`config.mk`:
```
export PLATFORM = sky130hd
export DESIGN_NAME = clk_gate_sequencer
export DESIGN_NICKNAME = d
export VERILOG_FILES = /design/src/rtl/clk_gate_sequencer.sv
export SDC_FILE = /design/constraint.sdc
export NUM_CORES = 1
export LEC_CHECK = 0
export ABC_AREA = 1
export BUFFER_PORTS_ARGS = -buffer_cell sky130_fd_sc_hd__buf_4
export CORE_MARGIN = 8
export CORE_UTILIZATION = 55
export CTS_CLUSTER_DIAMETER = 40
export DETAILED_ROUTE_END_ITERATION = 10
export GPL_TIMING_DRIVEN = 1
export PLACE_DENSITY = 0.78
export SLEW_MARGIN = 10
export SYNTH_ARGS = -nofsm -noshare
export SYNTH_HDL_FRONTEND = slang
export SYNTH_SLANG_ARGS = --single-unit
```
`constraint.sdc`:
```
create_clock -name clk -period 4.2 [get_ports clk]
set_input_delay 0 -clock clk [delete_from_list [all_inputs] [get_ports clk]]
set_output_delay 0 -clock clk [all_outputs]
set_load 0.01 [all_outputs]
```
`src/rtl/clk_gate_sequencer.sv`:
```
// clk_gate_sequencer: applies requested clock-gate changes one domain at a time.
// A domain is gated only after it reports idle, and every change is followed by a settle interval.
module clk_gate_sequencer #(
   parameter int N       = 9,
   parameter int SETTLE  = 4,
   parameter int TIMEOUT = 1024
) (
   input  logic         clk,
   input  logic         rst,
   input  logic [N-1:0] req_gate,
   input  logic [N-1:0] domain_idle,
   input  logic         err_clr,
   output logic [N-1:0] gate_en,
   output logic         busy,
   output logic [3:0]   cur_domain,
   output logic [N-1:0] err_sticky
);
   typedef enum logic [1:0] {S_IDLE, S_WAIT, S_APPLY, S_SETTLE} state_t;
   localparam int SW = SETTLE > 1 ? $clog2(SETTLE) : 1;
   state_t state, state_n;
   logic [N-1:0] req_q, skip, pending, cur_mask, to_mask;
   logic [3:0] sel;
   logic [15:0] tcnt;
   logic [SW-1:0] scnt;
   logic target, idle_q, req_cur, idle_cur, hit_idle, abort, timeout, settle_done;
   assign pending     = (req_gate ^ gate_en) & ~skip;
   assign req_cur     = req_gate[cur_domain];
   assign idle_cur    = domain_idle[cur_domain];
   assign hit_idle    = idle_cur && idle_q;
   assign abort       = req_cur != target;
   assign timeout     = tcnt == 16'(TIMEOUT - 1);
   assign settle_done = scnt == SW'(SETTLE - 1);
   assign cur_mask    = N'(1) << cur_domain;
   assign to_mask     = (state == S_WAIT && !abort && !hit_idle && timeout) ? cur_mask : '0;
   assign busy        = state != S_IDLE;
   always_comb begin
      sel = '0;
      for (int i = N - 1; i >= 0; i--) if (pending[i]) sel = 4'(i);
   end
   always_comb begin
      state_n = state;
      case (state)
         S_IDLE:   state_n = |pending ? (req_gate[sel] ? S_WAIT : S_APPLY) : S_IDLE;
         S_WAIT:   state_n = abort ? S_IDLE : hit_idle ? S_APPLY : timeout ? S_IDLE : S_WAIT;
         S_APPLY:  state_n = S_SETTLE;
         S_SETTLE: state_n = settle_done ? S_IDLE : S_SETTLE;
         default:  state_n = S_IDLE;
      endcase
   end
   always_ff @(posedge clk) begin
      if (rst) state <= S_IDLE;
      else     state <= state_n;
   end
   // idle_q remembers whether the previous waiting cycle already saw the domain idle
   always_ff @(posedge clk) begin
      if (rst) begin
         req_q      <= '0;
         skip       <= '0;
         err_sticky <= '0;
         gate_en    <= '0;
         cur_domain <= '0;
         target     <= 1'b0;
         idle_q     <= 1'b0;
         tcnt       <= '0;
         scnt       <= '0;
      end else begin
         req_q      <= req_gate;
         skip       <= (skip & ~(req_gate ^ req_q)) | to_mask;
         err_sticky <= (err_clr ? '0 : err_sticky) | to_mask;
         idle_q     <= state == S_WAIT && idle_cur;
         tcnt       <= state == S_WAIT ? tcnt + 16'd1 : '0;
         scnt       <= state == S_SETTLE ? scnt + SW'(1) : '0;
         if (state == S_IDLE && |pending) begin
            cur_domain <= sel;
            target     <= req_gate[sel];
         end
         if (state == S_APPLY) gate_en[cur_domain] <= target;
      end
   end
endmodule

```
Yosys cells after proc, flatten, opt, wreduce, memory -nomap -nowiden. Index checks and enable logic that the tools add are counted. Widths: inputs -> output; s select.

Register bits: 62. Output and inout port bits: 23.

Bitwise logic cells: 10. Muxes and demuxes: 27. Add/sub/neg operators: 2. Eq/ne operators: 6. Reductions and logical operators: 14. Magnitude comparators: 3. Shift-type cells: 1.

Operators by type and width (count): $mux 4 (9); $and 9x9->9 (2); $mux 9 (2); $not 9->9 (2); $or 9x9->9 (2); $xor 9x9->9 (2); $add 16x1->16 const B (1); $eq 16x10->1 const B (1); $bmux 1 s4 (3); $lt 4x5->1 const B (2); $mux 2 (5); $bwmux 9 (1); $reduce_or 9->1 (1); $shl 1x4->9 const A (1); $pmux 2 s4 (1); $logic_and 1x1->1 (7); $eq 2x2->1 const B (3); $mux 1 (5); $demux 1 s4 (1); $ge 4x1->1 const B (1); $reduce_or 2->1 (2); $add 2x1->2 const B (1); $eq 2x1->1 const B (1); $logic_not 1->1 (2); other kinds (4) (5).

Logic depth before layout (Yosys ltp).
Depth in word-level cells: 16. Mapped depth: 17. Mapped depth without buffers: 17.

Least setup slack after synthesis. No wires, ideal clock.

Kind: reg-to-reg. Start point: register tcnt[0]. End point: register skip[7]. Data required time: 4129 ps. Setup slack: 2387 ps. Data arrival time: 1743 ps. Cell stages (with the launch flop): 10. Path through: dfxtp_1 -> ha_1 -> nand2_1 -> nor2_1 -> nand3_1 -> nor2_1 -> nand3_1 -> nor4_4 -> nand2_1 -> a21oi_1.

Word-level cells in the longest chain between the ends: 4.

RTL lines: start: declaration (RTL line 23) `logic [15:0] tcnt;`; start signal: assignment (RTL line 71) `tcnt <= state == S_WAIT ? tcnt + 16'd1 : '0;`; $eq 16x10->1 (RTL line 31) `assign timeout = tcnt == 16'(TIMEOUT - 1);`; $logic_and 1x1->1 (RTL line 34) `assign to_mask = (state == S_WAIT && !abort && !hit_idle && timeout) ? cur_mask : '0;`; $mux 9 (RTL line 34); $or 9x9->9 (RTL line 68) `skip <= (skip & ~(req_gate ^ req_q)) | to_mask;`; end signal: assignment (RTL line 68); end: declaration (RTL line 21) `logic [N-1:0] req_q, skip, pending, cur_mask, to_mask;`.

No other way between the ends. A chain may end at the register's enable or synchronous reset.

Final worst setup path.
Start point: register cur_domain[1]. End point: register skip[2].

Word-level cells in the longest chain between the ends: 9. Elaborated cells on any way between the ends: 14.

RTL lines: start: declaration (RTL line 15) `output logic [3:0] cur_domain,`; start signal: assignment (RTL line 74) `cur_domain <= sel;`; $bmux 1 s4 (RTL line 27) `assign req_cur = req_gate[cur_domain];`; $mux 1 (not written as such) (RTL line 27); $ne 1x1->1 (RTL line 30) `assign abort = req_cur != target;`; $logic_not 1->1 (RTL line 34); $logic_and 1x1->1 (3 in series) (RTL line 34); $mux 9 * (RTL line 34); $or 9x9->9 * (RTL line 68).

Every way passes the cells marked *; elsewhere a longest branch is shown, timed or not. The select of a mux whose other input is x is not followed.

==> flow_metrics.tcl <==
set metrics [dict create \
    synthesis.instances 415 \
    switching_power_uw 480 \
    num_rows 26 \
    status "completed" \
    clock_tree.root_cell "sky130_fd_sc_hd__clkbuf_8" \
    layout_setup_ws_ps 1820 \
    critPathSlowestCell "sky130_fd_sc_hd__nor4_4" \
    gr-total-overflow 0 \
    layout-area-overhead-vs-synth_pct 25.7 \
    worstPathMaxFanout 9 \
    post_route_cells_drive_above_1_share_pct 13.6 \
    drcViolationCount 0 \
    hold_buffers 9 \
    clock_transition_time_at_the_flip_flop_clock_pins_of_the_worst_setup_and_hold_paths_ps 70 \
    clock_skew_ps 8.22 \
    antennaDiodeCount 0 \
    report.final.setup_viol 0 \
    power-per-cell-area_nw_per_um2 452 \
    synthesis.nets 438 \
    vdd.ir_drop.worst_mv 0.241 \
    worstPathRequired_ps 4460 \
    insertion_delay_ps 350 \
    routed_wire_length_per_instance_um 13.3 \
    detailedPlacementHpwl_mm 5.36 \
    ys_seq_area_share_pct 43.4 \
    final_net_count 495 \
    final-max-slew-violation-count 0 \
    gp_congestion 0.936 \
    synthesis.area_um2 2860 \
    route.final.wire_length_mm 7.28 \
    max_slew_margin_pct 55.0 \
    hold_viol_final 0 \
    drt_pre_antenna_iters 6 \
    period_needed_ps 2380 \
    synthDistinctLibCells 28 \
    internal_power_uw 1140 \
    power.combinational.fraction_pct 20.2 \
    clk_buf_depth 2 \
    ioPinCount 44 \
    timing.critical_path.slowest_cell_delay_ps 530 \
    antenna_found_initial 0 \
    tritoncts.num_buffers 9 \
    setup_tns_ps 0 \
    die_y_um 88.1 \
    core_region_area_um2 5070 \
    timing.critical_path.to_type "flop" \
    hold_class "in -> reg" \
    max_freq_mhz 420 \
    dieArea_um2 7760 \
    grt_start_max_net_pins 43 \
    asyncSetResetFlopFracSynth_pct 0 \
    worstPathArrival_ps 2640 \
    finalCritPeriodShare_pct 56.7 \
    post-cts-setup-buffers 0 \
    flip_flop_and_latch_count_after_synthesis 62 \
    preCtsSetupSlack_ps 1870 \
    initial_core_utilization_pct 56.3 \
    first_pass_grt_wire_length_mm 11.9 \
    post_cts_resized 0 \
    timing.critical_path.from_type "flop" \
    synth-edff-count 0 \
    crit_type "reg -> reg" \
    drtAntennaViolNets 0 \
    worstMarginPinSlew_ps 669 \
    die_w_um 88.1 \
    number_of_global_route_vias_before_repair 2615 \
    seq_power_share_pct 40.1 \
    part_of_the_power_in_the_clock_network_pct 39.6 \
    cellLeakagePower_uw 0.00154 \
    fin_util_pct 70.8 \
    max_cap_violations 0 \
    power_switching_share_pct 29.5 \
    filler_cell_count 450 \
    htreeDepth 3 \
    worst_path_cell_chain "nor2_1 > inv_1 > nor2_1 > nand2_1 > nand3_1 > xor2_1 > nor4_4 > nand2_1 > a21oi_1" \
    route.vias.total 2838 \
    grt_use_total_pct 19.9 \
    drt_iter0_markers 226 \
    io_buffers 43 \
    synth_ff_type "sky130_fd_sc_hd__dfxtp_1" \
    tritoncts_clock_tree "built" \
    rsz0062_at_grt "false" \
    clock_sinks 62 \
    ys.warnings.count 0 \
    avgViaCountPerCell 5.19 \
    finalPower_uw 1620 \
    post_synth.cell_area_avg_um2 6.89 \
]
-- cell type report --
class	instances	area [um^2]	share of cell area [%]
clock buffers	14	193	5.36
clock inverters	2	60.1	1.67
inverters	60	225	6.27
multi-input cells	286	1370	38.0
flip-flops and latches	62	1240	34.6
well taps	70	87.6	2.44
repair buffers	53	420	11.7
-- cell usage after synthesis, drive strengths merged, types with 4 or more instances --
library cell / instances / area, um^2
nor3: 4 / 20.0
o21ai: 19 / 95.1
clkbuf: 7 / 26.3
nand3: 28 / 140
nor4: 4 / 55.1
nor2: 56 / 210
a21oi: 51 / 255
nand2: 97 / 367
xnor2: 4 / 35.0
xor2: 4 / 35.0
inv: 58 / 218
dfxtp: 62 / 1240
-- metal layers --
layer,global-route usage (%),vias up,wire (um)
li1,-,1453,-
met1,22.2,1278,3060
met2,34.1,90,3540
met3,5.07,17,533
met4,10.1,0,147
met5,0,-,0
-- flip-flops by register name, summed over array words and instances (netlist names) --
name        count
cur_domain      4
err_sticky      9
gate_en         9
idle_q          1
req_q           9
scnt            2
skip            9
state           2
target          1
tcnt           16
-- power groups by stage --
| stage | registers (uW) | clock network, uW | logic [uW] |
|---|---|---|---|
| after floorplan | 653 | 0 | 214 |
| after global placement | 663 | 0 | 312 |
| after detailed placement | 665 | 0 | 316 |
| after CTS | 652 | 648 | 326 |
| after global routing | 656 | 683 | 362 |
| final | 652 | 643 | 329 |
-- per-stage QoR --
step	hold WS (ps)	instance area [um^2]	std cells
finish	41.6	3590	547
global route	49.1	3590	547
CTS	31.4	3590	547
detailed placement	273	3250	522
global placement	264	3250	522
floorplan	107	2860	415
-- worst max-delay path: cells and delay by family, from the launching register on --
kind,cells,cell delay (ps)
xor gates and xnor gates,1,110
and+or+nand+nor,6,1450
AOI/OAI and AO/OA,1,200
buffers and inverters,1,160
DFF,1,370
-- final timing paths --
check,start,end,slack [ps],cells after the start
max,cur_domain[1]$_SDFFE_PP0P_,skip[2]$_SDFF_PP0_,1820,9
min,domain_idle[8],idle_q$_SDFF_PP0_,40,5
max reg2reg,cur_domain[1]$_SDFFE_PP0P_,skip[2]$_SDFF_PP0_,1820,9
min reg2reg,scnt[0]$_SDFF_PP0_,scnt[0]$_SDFF_PP0_,430,1
-- cells in the final DEF (no fill, tap or decap), types with 2 or more instances in the layout --
master	n
sky130_fd_sc_hd__nand4_1	2
sky130_fd_sc_hd__clkbuf_8	14
sky130_fd_sc_hd__o21ai_0	19
sky130_fd_sc_hd__dlygate4sd3_1	9
sky130_fd_sc_hd__nor4_1	2
sky130_fd_sc_hd__dfxtp_1	62
sky130_fd_sc_hd__buf_4	44
sky130_fd_sc_hd__nand2_1	96
sky130_fd_sc_hd__xor2_1	4
sky130_fd_sc_hd__nor3_1	4
sky130_fd_sc_hd__nor4_4	2
sky130_fd_sc_hd__bufinv_16	2
sky130_fd_sc_hd__inv_1	58
sky130_fd_sc_hd__xnor2_1	4
sky130_fd_sc_hd__clkinv_1	2
sky130_fd_sc_hd__o22ai_1	2
sky130_fd_sc_hd__a21oi_1	51
sky130_fd_sc_hd__ha_1	2
sky130_fd_sc_hd__a31oi_1	2
sky130_fd_sc_hd__nand3_1	28
sky130_fd_sc_hd__nor2_1	56
sky130_fd_sc_hd__a311oi_1	2
sky130_fd_sc_hd__nor3b_1	2
-- cell families after synthesis --
family / Yosys count / synth area share (%)
AOI/OAI and AO/OA: 80 / 15.0
xor gates and xnor gates: 8 / 2.45
adders and majority gates: 2 / 0.876
buffers and inverters: 67 / 8.80
DFF: 62 / 43.4
and+or+nand+nor: 196 / 29.4
Power figures use the tool's default switching activity.
